==> src/rtl/syzygy_adc_pkg.sv <==
// rtl/syzygy_adc_pkg.sv - state type and defaults for the SYZYGY ADC encode controller
package syzygy_adc_pkg;

  typedef enum logic [1:0] {
    IDLE    = 2'd0,
    WARMUP  = 2'd1,
    CAPTURE = 2'd2,
    DONE    = 2'd3
  } adc_enc_state_t;

  localparam int unsigned ADC_ENC_WARMUP_DEFAULT = 16;

endpackage

==> src/rtl/syzygy_adc_enc_ctrl.sv <==
// rtl/syzygy_adc_enc_ctrl.sv - ADC encode-clock gating, warmup and sample-burst sequencer
// SYZYGY_ADC_ENC_CTRL_FREE_RUN_EN: keep encode running from reset, warm up once, bursts skip WARMUP
import syzygy_adc_pkg::*;

module syzygy_adc_enc_ctrl #(
  parameter int unsigned WARMUP_CYCLES = ADC_ENC_WARMUP_DEFAULT,
  parameter int unsigned COUNT_W       = 16
) (
  input  logic               clk,
  input  logic               reset,
  input  logic               start,
  input  logic               stop,
  input  logic [COUNT_W-1:0] burst_len,
  output logic               enc_en,
  output logic               sample_valid,
  output logic               busy,
  output logic               done,
  output logic [COUNT_W-1:0] sample_count
);

  localparam logic [15:0]        WARM_LAST = 16'(WARMUP_CYCLES - 1);
  localparam logic [COUNT_W-1:0] CNT_ONE   = COUNT_W'(1);
  localparam logic [COUNT_W-1:0] CNT_MAX   = '1;

  adc_enc_state_t     state_q, state_d;
  logic [15:0]        warm_cnt_q, warm_cnt_d;
  logic [COUNT_W-1:0] len_q, len_d;
  logic [COUNT_W-1:0] count_q, count_d;
  logic               enc_en_q, enc_en_d;
  logic               valid_q, valid_d;
  logic               busy_q, busy_d;
  logic               done_q, done_d;
  logic               warmed_q, warmed_d;

  always_comb begin
    state_d    = state_q;
    warm_cnt_d = warm_cnt_q;
    len_d      = len_q;
    count_d    = count_q;
    warmed_d   = warmed_q;
    valid_d    = 1'b0;
    done_d     = 1'b0;
    case (state_q)
      IDLE: begin
`ifdef SYZYGY_ADC_ENC_CTRL_FREE_RUN_EN
        if (!warmed_q) begin
          state_d    = WARMUP;
          warm_cnt_d = '0;
        end else if (start && !stop) begin
          len_d   = burst_len;
          count_d = CNT_ONE;
          valid_d = 1'b1;
          state_d = CAPTURE;
        end
`else
        if (start && !stop) begin
          len_d      = burst_len;
          count_d    = '0;
          warm_cnt_d = '0;
          state_d    = WARMUP;
        end
`endif
      end
      WARMUP: begin
        if (stop) begin
          state_d = IDLE;
        end else if (warm_cnt_q == WARM_LAST) begin
`ifdef SYZYGY_ADC_ENC_CTRL_FREE_RUN_EN
          warmed_d = 1'b1;
          state_d  = IDLE;
`else
          count_d = CNT_ONE;
          valid_d = 1'b1;
          state_d = CAPTURE;
`endif
        end else begin
          warm_cnt_d = warm_cnt_q + 16'd1;
        end
      end
      CAPTURE: begin
        // count_q already includes the valid cycle currently on the output
        if (stop || (len_q != '0 && count_q == len_q)) begin
          done_d  = 1'b1;
          state_d = DONE;
        end else begin
          valid_d = 1'b1;
          if (count_q != CNT_MAX) count_d = count_q + CNT_ONE;
        end
      end
      default: state_d = IDLE;
    endcase
    busy_d = (state_d != IDLE);
`ifdef SYZYGY_ADC_ENC_CTRL_FREE_RUN_EN
    enc_en_d = 1'b1;
`else
    enc_en_d = (state_d == WARMUP) || (state_d == CAPTURE);
`endif
  end

  always_ff @(posedge clk) begin
    if (reset) begin
      state_q    <= IDLE;
      warm_cnt_q <= '0;
      len_q      <= '0;
      count_q    <= '0;
      warmed_q   <= 1'b0;
      enc_en_q   <= 1'b0;
      valid_q    <= 1'b0;
      busy_q     <= 1'b0;
      done_q     <= 1'b0;
    end else begin
      state_q    <= state_d;
      warm_cnt_q <= warm_cnt_d;
      len_q      <= len_d;
      count_q    <= count_d;
      warmed_q   <= warmed_d;
      enc_en_q   <= enc_en_d;
      valid_q    <= valid_d;
      busy_q     <= busy_d;
      done_q     <= done_d;
    end
  end

  assign enc_en       = enc_en_q;
  assign sample_valid = valid_q;
  assign busy         = busy_q;
  assign done         = done_q;
  assign sample_count = count_q;

endmodule

==> config.mk <==
export PLATFORM = sky130hd
export DESIGN_NAME = syzygy_adc_enc_ctrl
export DESIGN_NICKNAME = d
export VERILOG_FILES = /design/src/rtl/syzygy_adc_pkg.sv /design/src/rtl/syzygy_adc_enc_ctrl.sv
export SDC_FILE = /design/constraint.sdc
export NUM_CORES = 1
export LEC_CHECK = 0
export ABC_AREA = 1
export CAP_MARGIN = 25
export CORE_UTILIZATION = 40
export DETAILED_ROUTE_END_ITERATION = 8
export SLEW_MARGIN = 20
export SYNTH_ARGS = -nofsm -noshare
export SYNTH_HDL_FRONTEND = slang
export SYNTH_SLANG_ARGS = --single-unit
==> constraint.sdc <==
create_clock -name clk -period 1.8 [get_ports clk]
set_clock_uncertainty 0.1 [all_clocks]
set_input_delay 0.54 -clock clk [delete_from_list [all_inputs] [get_ports clk]]
set_output_delay 0.54 -clock clk [all_outputs]
set_load 0.1 [all_outputs]
==> results_dict.tcl, run 1 <==
set metrics [dict create \
    synth-compound-area-share_pct 12.3 \
    yosysWarnings 0 \
    synth_cells 499 \
    drcViolationCount 0 \
    cp.required_ns 1.91 \
    synth_top_family_by_area "simple AND/OR/NAND/NOR gates" \
    wl_per_cell_um 13.7 \
    root_buffer "clkbuf_8" \
    synth_mux_area_share_pct 0 \
    reg2regPathDepth 14 \
    crit_path_end_kind "register" \
    nFillCells 650 \
    die-height_um 92.2 \
    vdd_drop_max_mv 0.400 \
    area_growth_pct 61.0 \
    die_width_um 92.2 \
    dp_hpwl_um 7090 \
    insertion_delay_ns 0.31 \
    final_max_slew_viol_count 0 \
    power_density_nw_per_um2 581 \
    dp.cells 708 \
    avgSynthCellArea_um2 6.52 \
    rsz0062_at_grt "true" \
    hold_class "reg -> reg" \
    n_antenna_cell 0 \
    grt_usage_pct 23.8 \
    fin_area_um2 5240 \
    cp_max_fo 8 \
    period_minus_slack_ns 1.96 \
    initial_utilization_pct 41.7 \
    clk_pin_slew_ns 0.10 \
    core_um2 7810 \
    fin_setup_tns_ns -1.67 \
    antenna_left 0 \
    drt_iter0_markers 211 \
    seq_area_frac_synth_pct 33.2 \
    ios 40 \
    worst-setup-path-type "reg -> reg" \
    grt_pass1_vias 3525 \
    synth_area_um2 3250 \
    fin_ws_ns -0.155 \
    place.gp.congestion 0.906 \
    syn_nets 526 \
    grt_pass1_wl_um 16300 \
    worst_slew_pin_slew_ns 0.306 \
    whs_path_depth 2 \
    firstDrtPassIters 5 \
    drive_gt1_share_pct 36.6 \
    num_rows 32 \
    finalHoldViolCount 0 \
    slew-limit-headroom_pct 79.6 \
    vias 3740 \
    grt_antenna_before_repair 0 \
    finish.utilization_pct 67.1 \
    synth_fa_ha_area_share_pct 2.69 \
    period_share_pct 109 \
    final_cell_mix "109 x nand2_1, 94 x buf_4, 70 x nor2_1, 46 x inv_1" \
    htree_levels 2 \
    wl_um 10100 \
    io_buffers 39 \
    synth-simple-area-share_pct 39.2 \
    leakage_nw 2.25 \
    p_total_mw 3.04 \
    fin_nets 665 \
    critPathArrivalTime_ns 2.06 \
    die_area_um2 8500 \
    worstSetupStartpointType "register" \
    instances_no_fill 741 \
    ys_types 34 \
    cts_buffers 5 \
    cts.sinks 54 \
    ys_seq_elements 54 \
    overflow 0 \
    fmax_mhz 512 \
    violations "negative setup slack" \
    setup_viol 17 \
    cts_tree "built" \
    clockBufferDepth 2 \
    synthXorXnorAreaFrac_pct 3.50 \
    viasPerCell 5.05 \
    grt_max_degree 30 \
    drv_cap 0 \
    placed_area_um2 4690 \
    status "finished with violations" \
    layout_commonest_cell "nand2_1" \
]
flip-flops by register name, indices dropped and copies added (netlist names):
signal / flops
busy: 1
done: 1
enc_en: 1
len_q: 16
sample_count: 16
sample_valid: 1
state_q: 2
warm_cnt_q: 16
Yosys cell counts (all sizes together):
master,count,area share [%]
dfxtp,54,33
clkinv,1,0.12
o21bai,2,0.46
a21oi,40,6.7
nand3b,1,0.23
a211oi,1,0.23
o22ai,1,0.19
xor2,4,1.1
nor3,16,3.3
buf,12,2.3
nor2,81,10
clkbuf,4,0.46
or2,3,0.65
nand4,14,2.9
o21ai,29,4.5
nand3,46,8.0
inv,54,6.2
nand2,119,14
xnor2,9,2.4
a22oi,1,0.23
ha,7,2.7
final timing paths:
kind | slack, ns | end | startpoint
worst max-delay path | -0.16 | sample_count[3]$_SDFFE_PP0P_ | warm_cnt_q[0]$_SDFFE_PP0P_
worst min-delay path | 0.39 | len_q[1]$_SDFFE_PP0P_ | len_q[1]$_SDFFE_PP0P_
worst min register to register | 0.39 | len_q[1]$_SDFFE_PP0P_ | len_q[1]$_SDFFE_PP0P_
worst max register to register | -0.16 | sample_count[3]$_SDFFE_PP0P_ | warm_cnt_q[0]$_SDFFE_PP0P_
critical path, cell delays in order, from the launching register on:
cell     delay [ns]
dfxtp_2        0.37
ha_4           0.15
nand2_4        0.06
inv_2          0.07
nand2_2        0.06
nor3_2         0.11
nand2_1        0.13
nand2_2        0.11
nand3_4        0.10
nor2_8         0.17
buf_12         0.13
buf_12         0.12
nand3_2        0.07
nand2_1        0.07
nor2_1         0.04
logic make-up (layout without fill, tap and decap cells):
family	count (synthesis)	count (layout)
flip-flops	54	54
XOR/XNOR	13	13
buffers and inverters	71	211
AO/OA/AOI/OAI	74	74
AND/OR/NAND/NOR	280	280
adder cells (fa/ha/maj)	7	7
layout make-up:
type | instances | area (um^2) | share of cell area [%]
repair buffers | 148 | 1560 | 29.8
well taps | 102 | 128 | 2.44
flip-flops and latches | 54 | 1150 | 21.9
inverters | 55 | 206 | 3.94
clock inverters | 3 | 21.3 | 0.406
clock buffers | 5 | 68.8 | 1.31
multi-input cells | 374 | 2100 | 40.1
layer usage:
| metal | vias up | track usage (%) | wire (um) |
|---|---|---|---|
| met5 | - | 0 | 0 |
| met4 | 0 | 6.38 | 129 |
| met3 | 16 | 3.90 | 538 |
| met2 | 119 | 37.2 | 4580 |
| met1 | 1713 | 33.7 | 4870 |
| li1 | 1892 | - | - |
per-stage QoR:
| stage | setup slack [ns] | hold WS, ns |
|---|---|---|
| global placement | -0.493 | 0.358 |
| detailed placement | -0.532 | 0.361 |
| global route | -0.218 | 0.433 |
| floorplan | -0.210 | 0.338 |
| finish | -0.155 | 0.394 |
| CTS | -0.0903 | 0.398 |
where the power goes:
group / leakage (nW) / switching, mW / internal, mW
Combinational: 1.76 / 0.573 / 0.463
Sequential: 0.454 / 0.0614 / 1.25
Clock: 0.0441 / 0.422 / 0.275
Total: 2.25 / 1.06 / 1.99
timing repair:
action / CTS / global route
gates cloned: 1 / 3
setup buffers: 12 / 10
gates resized for setup: 30 / 30
hold buffers: 0 / 0
setup endpoints to repair: 33 / 49
pin swaps: 16 / 29
No activity file was read; power rests on OpenSTA's default activity.
==> run 2, diff against run 1 <==
CAP_MARGIN = 20   (was 25)
CTS_BUF_LIST = sky130_fd_sc_hd__clkbuf_8   (was unset)
PLACE_DENSITY = 0.72   (was unset)
==> run 2 against run 1 <==
  * The run still ends with negative setup slack left
  * Total power increased by 7.0%
  * Sequential power about the same
  * Register-to-register slack got worse by 0.05 ns
  * Routed wire length increased by 13%
  * Clock-buffer cell count unchanged
  * Design area increased by 3.0%
  * Highest routed layer unchanged
==> results_dict.tcl, run 2 (synthesis results as in run 1) <==
set metrics [dict create \
    io_buffers 39 \
    die_area_um2 8500 \
    worstSetupStartpointType "register" \
    num_rows 32 \
    core_um2 7810 \
    viasPerCell 5.44 \
    place.gp.congestion 0.935 \
    drv_cap 0 \
    final_cell_mix "109 x nand2_1, 108 x buf_4, 66 x nor2_1, 46 x inv_1, 36 x nand3_1" \
    grt_max_degree 28 \
    crit_path_end_kind "register" \
    drt_iter0_markers 370 \
    placed_area_um2 4810 \
    grt_antenna_before_repair 0 \
    period_minus_slack_ns 2.01 \
    fin_nets 682 \
    cts_hold_buf 0 \
    setup_viol 22 \
    cts_tree "built" \
    ios 40 \
    instances_no_fill 758 \
    rrSetupSlack_ns -0.21 \
    area_growth_pct 65.8 \
    drive_gt1_share_pct 38.9 \
    cts_buffers 5 \
    n_antenna_cell 0 \
    root_buffer "clkbuf_8" \
    worst-setup-path-type "reg -> reg" \
    grt_pass1_wl_um 17800 \
    cts.sinks 54 \
    period_share_pct 111 \
    overflow 0 \
    hold_class "reg -> reg" \
    cp_max_fo 10 \
    finalHoldViolCount 0 \
    rsz0062_at_grt "true" \
    insertion_delay_ns 0.32 \
    critPathArrivalTime_ns 2.12 \
    cp.required_ns 1.92 \
    layout_commonest_cell "nand2_1" \
    initial_utilization_pct 41.7 \
    vdd_drop_max_mv 0.466 \
    antenna_left 0 \
    p_total_mw 3.25 \
    die_width_um 92.2 \
    grt_usage_pct 26.0 \
    clockBufferDepth 2 \
    wl_per_cell_um 15.1 \
    vias 4120 \
    hold-worst-slack_ns 0.410 \
    die-height_um 92.2 \
    final_max_slew_viol_count 0 \
    clk_pin_slew_ns 0.10 \
    fin_ws_ns -0.206 \
    wl_um 11500 \
    dp_hpwl_um 7460 \
    htree_levels 2 \
    dp.cells 724 \
    status "finished with violations" \
    worst_slew_pin_slew_ns 0.346 \
    fmax_mhz 498 \
    pre_cts_ws_ns -0.584 \
    drcViolationCount 0 \
    grt_pass1_vias 3884 \
    leakage_nw 2.32 \
    firstDrtPassIters 6 \
    power_density_nw_per_um2 603 \
    fin_area_um2 5390 \
    slew-limit-headroom_pct 76.7 \
    violations "negative setup slack" \
]
[run 2: final timing paths]
check,from,endpoint,cells past startpoint
hold reg to reg,len_q[9]$_SDFFE_PP0P_,len_q[9]$_SDFFE_PP0P_,2
hold / removal,len_q[9]$_SDFFE_PP0P_,len_q[9]$_SDFFE_PP0P_,2
setup / recovery,warm_cnt_q[0]$_SDFFE_PP0P_,sample_count[12]$_SDFFE_PP0P_,13
setup reg to reg,warm_cnt_q[0]$_SDFFE_PP0P_,sample_count[12]$_SDFFE_PP0P_,13
[run 2: metrics by stage]
step	setup TNS (ns)	util (%)
2_1_floorplan	-2.69	-
3_3_place_gp	-20.95	61.6
3_5_place_dp	-22.62	61.6
4_1_cts	-0.836	67.0
5_1_grt	-6.18	69.1
6_report	-3.36	69.1
[run 2: per-layer routing]
layer | track usage, % | routed length (um) | vias to the layer above | share of wire (%)
met5 | 0 | 0 | - | 0
met4 | 8.85 | 354 | 0 | 3.1
met3 | 3.98 | 918 | 53 | 8.0
met2 | 44.0 | 5480 | 231 | 48
met1 | 33.6 | 4700 | 1912 | 41
li1 | - | - | 1924 | -
[run 2: power by group]
| part | internal [mW] | switching (mW) | total, mW |
|---|---|---|---|
| Clock | 0.410 | 0.418 | 0.828 |
| Sequential | 1.25 | 0.0612 | 1.31 |
| Combinational | 0.502 | 0.617 | 1.12 |
[run 2: final cells by class]
| cell class | count | area (um^2) |
|---|---|---|
| fillers | 591 | 2410 |
| repair buffers | 164 | 1660 |
| clock buffers | 5 | 68.8 |
| multi-input cells | 375 | 2140 |
| clock inverters | 3 | 41.3 |
| inverters | 55 | 211 |
| well taps | 102 | 128 |
| flip-flops and latches | 54 | 1150 |
[run 2: what timing repair did]
action | CTS | global route
hold endpoints to repair | 0 | 0
buffers inserted | 19 | 5
gates resized for setup | 47 | 33
endpoints found under the setup margin | 43 | 49
cloned | 2 | 0
pin swaps | 16 | 16
[run 2: critical path: stages, from the launching register on]
cell and delay (ns):
dfxtp_2 0.38, ha_4 0.16, nand2_4 0.07, inv_2 0.09
nand2_2 0.06, nor3_2 0.14, nand2_1 0.11, nand2_1 0.09
nand3_2 0.12, nor2_8 0.22, buf_12 0.16, nand3_1 0.10
nand2_1 0.08, nor2_1 0.04
